==> src/rtl/id_hazard_controller_pkg.sv <==
// Shared opcode constants, FSM state type and stall limit for the ID-stage hazard controller.
package id_hazard_controller_pkg;

    localparam int unsigned OP_W      = 6;
    localparam int unsigned FUNCT_W   = 6;
    localparam int unsigned MAX_STALL = 2;

    localparam logic [OP_W-1:0] OP_RTYPE  = 6'b000000;
    localparam logic [OP_W-1:0] OP_REGIMM = 6'b000001;
    localparam logic [OP_W-1:0] OP_BEQ    = 6'b000100;
    localparam logic [OP_W-1:0] OP_BNE    = 6'b000101;
    localparam logic [OP_W-1:0] OP_BLEZ   = 6'b000110;
    localparam logic [OP_W-1:0] OP_BGTZ   = 6'b000111;
    localparam logic [OP_W-1:0] OP_ADDI   = 6'b001000;
    localparam logic [OP_W-1:0] OP_ADDIU  = 6'b001001;
    localparam logic [OP_W-1:0] OP_SLTI   = 6'b001010;
    localparam logic [OP_W-1:0] OP_SLTIU  = 6'b001011;
    localparam logic [OP_W-1:0] OP_ANDI   = 6'b001100;
    localparam logic [OP_W-1:0] OP_ORI    = 6'b001101;
    localparam logic [OP_W-1:0] OP_XORI   = 6'b001110;
    localparam logic [OP_W-1:0] OP_LUI    = 6'b001111;
    localparam logic [OP_W-1:0] OP_LB     = 6'b100000;
    localparam logic [OP_W-1:0] OP_LH     = 6'b100001;
    localparam logic [OP_W-1:0] OP_LW     = 6'b100011;

    localparam logic [FUNCT_W-1:0] FUNCT_JR = 6'b001000;

    typedef enum logic {
        RUN   = 1'b0,
        STALL = 1'b1
    } state_e;

endpackage

==> src/rtl/hazard_operand_decode.sv <==
// Maps the ID instruction's opcode/funct to which source registers it reads and whether it is a branch or jr.
import id_hazard_controller_pkg::*;

module hazard_operand_decode (
    input  logic [OP_W-1:0]    i_opcode,
    input  logic [FUNCT_W-1:0] i_funct,
    output logic               o_uses_rs,
    output logic               o_uses_rt,
    output logic               o_is_branch,
    output logic               o_is_jr
);

    always_comb begin
        o_uses_rs   = 1'b1;
        o_uses_rt   = 1'b1;
        o_is_branch = 1'b0;
        o_is_jr     = 1'b0;
        case (i_opcode)
            OP_BEQ, OP_BNE: begin
                o_is_branch = 1'b1;
            end
            OP_REGIMM, OP_BLEZ, OP_BGTZ: begin
                o_is_branch = 1'b1;
                o_uses_rt   = 1'b0;
            end
            OP_ADDI, OP_ADDIU, OP_SLTI, OP_SLTIU, OP_ANDI, OP_ORI,
            OP_XORI, OP_LUI, OP_LB, OP_LH, OP_LW: begin
                o_uses_rt = 1'b0;
            end
            OP_RTYPE: begin
                if (i_funct == FUNCT_JR) begin
                    o_is_jr   = 1'b1;
                    o_uses_rt = 1'b0;
                end
            end
            default: begin
                o_uses_rt = 1'b1;
            end
        endcase
    end

endmodule

==> src/rtl/id_hazard_controller.sv <==
// ID-stage stall/flush sequencer: load-use and branch-operand stalls, taken-branch/jr IF/ID flush.
// Optional HAZARD_PERF_EN adds saturating StallCycles/FlushCount counters.
import id_hazard_controller_pkg::*;

module id_hazard_controller #(
    parameter int unsigned REG_W = 5,
    parameter int unsigned CNT_W = 2
) (
    input  logic               Clk,
    input  logic               Reset,
    input  logic [OP_W-1:0]    IFID_Opcode,
    input  logic [FUNCT_W-1:0] IFID_Funct,
    input  logic [REG_W-1:0]   IFID_Rs,
    input  logic [REG_W-1:0]   IFID_Rt,
    input  logic               IDEX_RegWrite,
    input  logic               IDEX_MemRead,
    input  logic [REG_W-1:0]   IDEX_Rd,
    input  logic               EXMEM_MemRead,
    input  logic [REG_W-1:0]   EXMEM_Rd,
    input  logic               BranchTaken,
    output logic               PCWrite,
    output logic               IFIDWrite,
    output logic               IDEX_Bubble,
    output logic               IFID_Flush,
    output logic               Stalling
`ifdef HAZARD_PERF_EN
    ,
    output logic [31:0]        StallCycles,
    output logic [31:0]        FlushCount
`endif
);

    state_e             r_state;
    logic [CNT_W-1:0]   r_cnt;

    logic               w_uses_rs;
    logic               w_uses_rt;
    logic               w_is_branch;
    logic               w_is_jr;
    logic               w_ex_match;
    logic               w_mem_match;
    logic [CNT_W-1:0]   w_need;
    logic [CNT_W-1:0]   w_need_m1;

    hazard_operand_decode u_decode (
        .i_opcode    (IFID_Opcode),
        .i_funct     (IFID_Funct),
        .o_uses_rs   (w_uses_rs),
        .o_uses_rt   (w_uses_rt),
        .o_is_branch (w_is_branch),
        .o_is_jr     (w_is_jr)
    );

    // $0 is hardwired, so a zero destination never produces a dependency
    assign w_ex_match  = (IDEX_Rd != '0) &&
                         ((w_uses_rs && (IFID_Rs == IDEX_Rd)) ||
                          (w_uses_rt && (IFID_Rt == IDEX_Rd)));
    assign w_mem_match = (EXMEM_Rd != '0) &&
                         ((w_uses_rs && (IFID_Rs == EXMEM_Rd)) ||
                          (w_uses_rt && (IFID_Rt == EXMEM_Rd)));

    // Branch/jr compare in ID, so even an ALU result in EX is too late; EX producer wins over MEM
    always_comb begin
        w_need = '0;
        if (r_state == RUN) begin
            if (w_is_branch || w_is_jr) begin
                if (IDEX_MemRead && w_ex_match) begin
                    w_need = CNT_W'(MAX_STALL);
                end else if (IDEX_RegWrite && w_ex_match) begin
                    w_need = CNT_W'(1);
                end else if (EXMEM_MemRead && w_mem_match) begin
                    w_need = CNT_W'(1);
                end
            end else if (IDEX_MemRead && w_ex_match) begin
                w_need = CNT_W'(1);
            end
        end
    end

    assign w_need_m1 = w_need - CNT_W'(1);

    always_ff @(posedge Clk or posedge Reset) begin
        if (Reset) begin
            r_state <= RUN;
            r_cnt   <= '0;
        end else begin
            case (r_state)
                RUN: begin
                    if (w_need != '0) begin
                        r_cnt   <= w_need_m1;
                        r_state <= (w_need_m1 != '0) ? STALL : RUN;
                    end
                end
                STALL: begin
                    if (r_cnt == CNT_W'(1)) begin
                        r_cnt   <= '0;
                        r_state <= RUN;
                    end else begin
                        r_cnt <= r_cnt - CNT_W'(1);
                    end
                end
                default: begin
                    r_state <= RUN;
                    r_cnt   <= '0;
                end
            endcase
        end
    end

    // Zero-latency control outputs; reset forces the free-running pipeline values
    always_comb begin
        PCWrite     = 1'b1;
        IFIDWrite   = 1'b1;
        IDEX_Bubble = 1'b0;
        IFID_Flush  = 1'b0;
        Stalling    = 1'b0;
        if (!Reset) begin
            if ((r_state != RUN) || (w_need != '0)) begin
                PCWrite     = 1'b0;
                IFIDWrite   = 1'b0;
                IDEX_Bubble = 1'b1;
                Stalling    = 1'b1;
            end else if ((w_is_branch && BranchTaken) || w_is_jr) begin
                IFID_Flush = 1'b1;
            end
        end
    end

`ifdef HAZARD_PERF_EN
    logic [31:0] r_stall_cycles;
    logic [31:0] r_flush_count;

    always_ff @(posedge Clk or posedge Reset) begin
        if (Reset) begin
            r_stall_cycles <= '0;
            r_flush_count  <= '0;
        end else begin
            if (IDEX_Bubble && (r_stall_cycles != '1)) begin
                r_stall_cycles <= r_stall_cycles + 32'd1;
            end
            if (IFID_Flush && (r_flush_count != '1)) begin
                r_flush_count <= r_flush_count + 32'd1;
            end
        end
    end

    assign StallCycles = r_stall_cycles;
    assign FlushCount  = r_flush_count;
`endif

endmodule

==> config.mk <==
export PLATFORM = sky130hd
export DESIGN_NAME = id_hazard_controller
export DESIGN_NICKNAME = d
export VERILOG_FILES = /design/src/rtl/id_hazard_controller_pkg.sv /design/src/rtl/hazard_operand_decode.sv /design/src/rtl/id_hazard_controller.sv
export SDC_FILE = /design/constraint.sdc
export NUM_CORES = 1
export LEC_CHECK = 0
export ABC_AREA = 1
export ABC_CLOCK_PERIOD_IN_PS = 2350
export CAP_MARGIN = 10
export CORE_MARGIN = 2
export CORE_UTILIZATION = 37
export DETAILED_ROUTE_END_ITERATION = 8
export GPL_ROUTABILITY_DRIVEN = 0
export PLACE_DENSITY = 0.75
export RECOVER_POWER = 100
export SETUP_SLACK_MARGIN = 0.2
export SKIP_LAST_GASP = 1
export SLEW_MARGIN = 25
export SYNTH_ARGS = -nofsm -noshare
export SYNTH_HDL_FRONTEND = slang
export SYNTH_SLANG_ARGS = --single-unit
==> constraint.sdc <==
create_clock -name Clk -period 2.35 [get_ports Clk]
set_input_delay 0.235 -clock Clk [delete_from_list [all_inputs] [get_ports Clk]]
set_output_delay 0.235 -clock Clk [all_outputs]
set_load 0.02 [all_outputs]
### Word-level counts from Yosys, hierarchy flattened

Cells that the tools add are included.

* $add $sub $neg: 2
* equal/unequal tests: 23
* multiplexer cells: 25
* bitwise logic cells: 1
* reductions and logical operators: 20

Operators by type and width (number)
* $eq A6 B4 Y1 const B: 9
* $eq A6 B3 Y1 const B: 4
* $eq A5 B5 Y1: 4
* $eq A6 B6 Y1 const B: 3
* $mux W1: 17
* $reduce_or A14 Y1: 1
* $mux W2: 5
* $reduce_bool A5 Y1: 2
* $logic_and A1 B1 Y1: 8
* $eq A6 B1 Y1 const B: 1
* $logic_not A6 Y1: 1
* $logic_or A1 B1 Y1: 5
* $reduce_or A5 Y1: 1
* $pmux W1 S2: 2
* $pmux W2 S2: 1
* $reduce_bool A2 Y1: 2
* $sub A2 B1 Y2 const B: 2
* $eq A2 B1 Y1 const B: 1
* $ne A2 B1 Y1 const B: 1
* $not A1 Y1: 1

* flip-flop bits (word level): 3
* input port bits: 38
* output and inout bits: 5
* word-level logic and storage cells: 73

### Logic depth before layout (Yosys ltp)

* depth after elaboration: 17
* mapped depth: 21
* mapped depth without buffers: 20

### Modules after synthesis

A second synthesis with hierarchy kept.

* cell total of the unflattened synthesis: 162
* area, all modules: 770.7 um^2

Modules (own cells, without submodules)
* id_hazard_controller: instances 1, cells each 135, area each 650.6 um^2, sequential area each 75.1 um^2
* hazard_operand_decode: instances 1, cells each 27, area each 120.1 um^2, sequential area each 0.0 um^2

### Worst setup path before layout

Ideal clock, no wire load.

* path type: input -> output
* from: in IFID_Funct[5]
* to: out PCWrite
* arrival time: 2.338 ns
* data required time: 2.115 ns
* setup slack: -0.223 ns
* cell stages on the path: 17
* buffers on the path: 1
* cell sequence: or2_0 nor3_2 nand2_2 nand3_2 nand2_2 nand3_2 nand2_1 nand2_1 nand2_2 nor2_4 inv_2 ha_1 nand2_1 inv_1 nor2_1 inv_1 buf_4

* longest elaborated chain between the ends: 16
* elaborated cells between the ends (all ways): 25
* those cells by class: 1 x eq/ne; 12 x mux; 12 x reduce/logical

RTL lines
* start, declared: line id_hazard_controller.sv:12 `input logic [FUNCT_W-1:0] IFID_Funct,`
* $eq A6 B4 Y1 (*): line hazard_operand_decode.sv:31 `if (i_funct == FUNCT_JR) begin`
* $mux W1: line hazard_operand_decode.sv:31
* $pmux W1 S2: line hazard_operand_decode.sv:18 `case (i_opcode)`
* $logic_and A1 B1 Y1: line id_hazard_controller.sv:60 `(w_uses_rt && (IFID_Rt == EXMEM_Rd)));`
* $logic_or A1 B1 Y1: line id_hazard_controller.sv:59 `((w_uses_rs && (IFID_Rs == EXMEM_Rd)) ||`
* $logic_and A1 B1 Y1: line id_hazard_controller.sv:58 `assign w_mem_match = (EXMEM_Rd != '0) &&`
* $logic_and A1 B1 Y1: line id_hazard_controller.sv:71 `end else if (EXMEM_MemRead && w_mem_match) begin`
* $mux W1: line id_hazard_controller.sv:71
* $mux W1: line id_hazard_controller.sv:69 `end else if (IDEX_RegWrite && w_ex_match) begin`
* $mux W2: line id_hazard_controller.sv:67 `if (IDEX_MemRead && w_ex_match) begin`
* $mux W2 (*): line id_hazard_controller.sv:66 `if (w_is_branch || w_is_jr) begin`
* $mux W2 (*): line id_hazard_controller.sv:65 `if (r_state == RUN) begin`
* $reduce_bool A2 Y1 (*): line id_hazard_controller.sv:118 `if ((r_state != RUN) || (w_need != '0)) begin`
* $logic_or A1 B1 Y1 (*): line id_hazard_controller.sv:118
* $mux W1 (*) (2 in series)
* end, declared: line id_hazard_controller.sv:21 `output logic PCWrite,`

Every way passes the cells marked *; elsewhere a longest branch is shown, timed or not.

### Worst setup path after layout

* from: in IFID_Funct[0]
* to: out IFIDWrite

* longest elaborated chain between the ends: 16
* elaborated cells between the ends (all ways): 25
* those cells by class: 1 x eq/ne; 12 x mux; 12 x reduce/logical

RTL lines
* $eq A6 B4 Y1 (*): line hazard_operand_decode.sv:31
* $mux W1: line hazard_operand_decode.sv:31
* $pmux W1 S2: line hazard_operand_decode.sv:18
* $logic_and A1 B1 Y1: line id_hazard_controller.sv:60
* $logic_or A1 B1 Y1: line id_hazard_controller.sv:59
* $logic_and A1 B1 Y1: line id_hazard_controller.sv:58
* $logic_and A1 B1 Y1: line id_hazard_controller.sv:71
* $mux W1: line id_hazard_controller.sv:71
* $mux W1: line id_hazard_controller.sv:69
* $mux W2: line id_hazard_controller.sv:67
* $mux W2 (*): line id_hazard_controller.sv:66
* $mux W2 (*): line id_hazard_controller.sv:65
* $reduce_bool A2 Y1 (*): line id_hazard_controller.sv:118
* $logic_or A1 B1 Y1 (*): line id_hazard_controller.sv:118
* $mux W1 (*): line id_hazard_controller.sv:118
* $mux W1 (*): line id_hazard_controller.sv:117 `if (!Reset) begin`
* end, declared: line id_hazard_controller.sv:22 `output logic IFIDWrite,`

Marked as above.

==> results.toml <==
[drt]
drt_wl_total_microns = 2630
num_vias = 1026
wl_per_cell_microns = 11.7
first_iter_violations = 8
route.detailed.drc = 0
final_antenna_net_count = 0
via_per_inst = 4.58
firstDrtPassIters = 4

[finish]
area_growth_pct = 99.3
antenna_cells = 0
drive_above_1_share_pct = 55.8
fillers = 139
nNetsFinal = 239
layout.cells.non_filler = 224

[die]
initial_core_util_pct = 38.4
die_h_microns = 48.4
chipWidth_microns = 48.4
die_area_sq_um = 2340
io-pin-count = 43
design.core.area_sq_um = 1900
row_count = 16

[yosys]
syn-mean-instance-area_sq_um = 6.29
syn-cell-area_sq_um = 729
synth_seq_area_share_pct = 10.3
ys_types = 24
synth_fp_nets = 157
synthMuxAreaShare_pct = 0
synth.top_cell.area_share_pct = 15.6
synth_top_family_by_area = "simple AND/OR/NAND/NOR gates"
synth_largest_area_cell = "xnor2_1"
synth-seq-cells = 3
synth_fa_ha_area_share_pct = 5.15
yosys.area_share.simple_pct = 44.8
syn_inst = 116
synthXorXnorAreaFrac_pct = 21.6
yosysWarnings = 0
synth_area_leaders = "xnor2_1 (16%), nand2_1 (14%), dfrtp_1 (10%), inv_1 (10%), xor2_1 (6.0%)"
synth_compound_area_share_pct = 5.32

[global_route]
grt_pass1_vias = 1088
track_usage_pct = 23.1
overflow = 0
grt_pass1_wl_microns = 4350
grt_max_degree = 5
grt_antenna_before_repair = 0

[power]
fin_total_pwr_mw = 0.559
powerDensity_nw_per_um2 = 385
ir_drop_v = 0.000528
p_leak_nw = 0.770

[sta]
setup_slack_ps = 50.8
setup_violations = 0
tightest_slew_ps = 245
period_share_pct = 97.8
finClkSkew_ps = 0.656
layout_min_cycle_time_ps = 2300
max_freq_mhz = 435
maxSlewHeadroom_pct = 83.5
drv_slew = 0
final-hold-violation-count = 0
rsz0062_at_grt = "true"

[setup_path]
cp_slowest_cell = "or2_4"
slowest_delay_ps = 240
crit_fanout = 3
endpoint_kind = "primary output"
crit_chain = "buf_6 > or2_4 > nor3_4 > nand2_2 > nand3_2 > nand2_2 > nand3_2 > nand2_1 > nand2_1 > nand2_2 > nor2_4 > inv_2 > ha_4 > nand2_4 > inv_4 > nor2_4 > inv_4 > buf_6"
worstPathRequired_ps = 2120
start_kind = "primary input"
r2r_cells = 7
crit_type = "primary input to primary output"
cp.arrival_ps = 2060
crit_path_frequent_cell = "nand2_2"

[clock_network]
cts_buffers = 3
clock-root-buffer = "clkbuf_4"
cts_sinks = 3
clk_pin_slew_ps = 30
cts_tree = "built"
ctsLongestPathBuffers = 2
clock_latency_ps = 220
htreeDepth = 1

[place]
placed_cells_incl_taps = 201
place_ws_ps = -707
hpwl_microns = 1850
port_buffers = 42

[min_path]
hp-class = "primary input to asynchronous set/reset pin"

[flow_run]
maxCapViolations = 0

[status]
outcome = "finished clean"
[state kept, by name, summed over array words and instances (netlist names)]
name,cells
r_cnt,2
r_state,1
[cells by family (layout without fill, tap and decap cells)]
| kind of cell | after synthesis | after routing |
|---|---|---|
| buf+inv | 23 | 104 |
| compound gates | 6 | 6 |
| xor+xnor | 18 | 18 |
| fa+ha+maj | 3 | 3 |
| simple gates | 63 | 63 |
| flops | 3 | 3 |
[critical path, delay by kind of cell]
| family | cells | cell delay (ps) |
|---|---|---|
| adders and majority gates | 1 | 160 |
| buffers and inverters | 5 | 350 |
| and+or+nand+nor | 12 | 1320 |
[final cells by class]
cell class,instances,area [sq um],share of cell area (%)
tap,27,33.8,2.32
inverter,21,83.8,5.77
sequential,3,75.1,5.16
clock buffer,4,26.3,1.81
multi-input combinational,90,679,46.7
timing repair buffer,79,556,38.2
[through the flow]
stage / setup TNS, ps / instance area [sq um] / utilization [%] / hold slack, ps
floorplan: 0 / 772 / - / -11.4
global placement: -3160 / 1340 / 70.6 / 520
detailed placement: -3570 / 1340 / 70.6 / 529
CTS: 0 / 1460 / 76.6 / 317
global route: -374 / 1450 / 76.4 / 362
finish: 0 / 1450 / 76.4 / 343
[Yosys cell counts (all sizes together)]
| master | n |
|---|---|
| nand4 | 1 |
| nand3 | 10 |
| dfrtp | 3 |
| nand2 | 33 |
| nor3 | 3 |
| ha | 3 |
| nor4 | 2 |
| o22ai | 1 |
| nor2 | 11 |
| inv | 21 |
| o221ai | 1 |
| o41ai | 1 |
| a21oi | 3 |
| xnor2 | 13 |
| buf | 2 |
| xor2 | 5 |
| or2 | 3 |
[report_power, final]
| group | internal [mW] | switching, mW |
|---|---|---|
| combinational | 0.185 | 0.189 |
| sequential | 0.0769 | 0.0217 |
| clock | 0.0633 | 0.0224 |
| total | 0.325 | 0.234 |
[path summary, 6_finish.rpt]
check	slack (ps)	startpoint	endpoint
hold / removal	340	Reset	r_cnt[0]$_DFFE_PP0P_
max in group asynchronous	1880	Reset	r_state$_DFF_PP0_
setup / recovery	50	IFID_Funct[0]	IFIDWrite
setup reg to reg	790	r_state$_DFF_PP0_	r_cnt[1]$_DFFE_PP0P_
min in group Clk	580	r_cnt[0]$_DFFE_PP0P_	r_cnt[0]$_DFFE_PP0P_
hold reg to reg	580	r_cnt[0]$_DFFE_PP0P_	r_cnt[0]$_DFFE_PP0P_
[what timing repair did]
| item | 4_1_cts | 5_1_grt |
|---|---|---|
| setup endpoints to repair | 8 | 5 |
| hold buffers | 0 | 0 |
| gates cloned | 0 | 0 |
| pin swaps | 38 | 20 |
| buffers inserted | 16 | 3 |
| resized for setup | 150 | 10 |
[cells in the final DEF, fill, tap and decap left out, drive strengths merged, types with 3 or more instances in the layout]
cell type / netlist / final
clkbuf: 0 / 8
dfrtp: 3 / 3
buf: 2 / 66
or2: 3 / 3
nand2: 33 / 33
inv: 21 / 21
a21oi: 3 / 3
ha: 3 / 3
xnor2: 13 / 13
nand3: 10 / 10
nor2: 11 / 11
clkdlybuf4s50: 0 / 5
xor2: 5 / 5
nor3: 3 / 3
[routing by layer]
| metal | wire length (microns) | global-route usage [%] | part of all wire (%) | up-vias |
|---|---|---|---|---|
| met1 | 1040 | 25.3 | 39 | 463 |
| li1 | - | - | - | 522 |
| met5 | 0 | 0 | 0 | - |
| met4 | 23 | 9.05 | 0.88 | 0 |
| met3 | 161 | 7.10 | 6.1 | 4 |
| met2 | 1410 | 41.7 | 54 | 37 |
No activity file was read; power rests on OpenSTA's default activity.
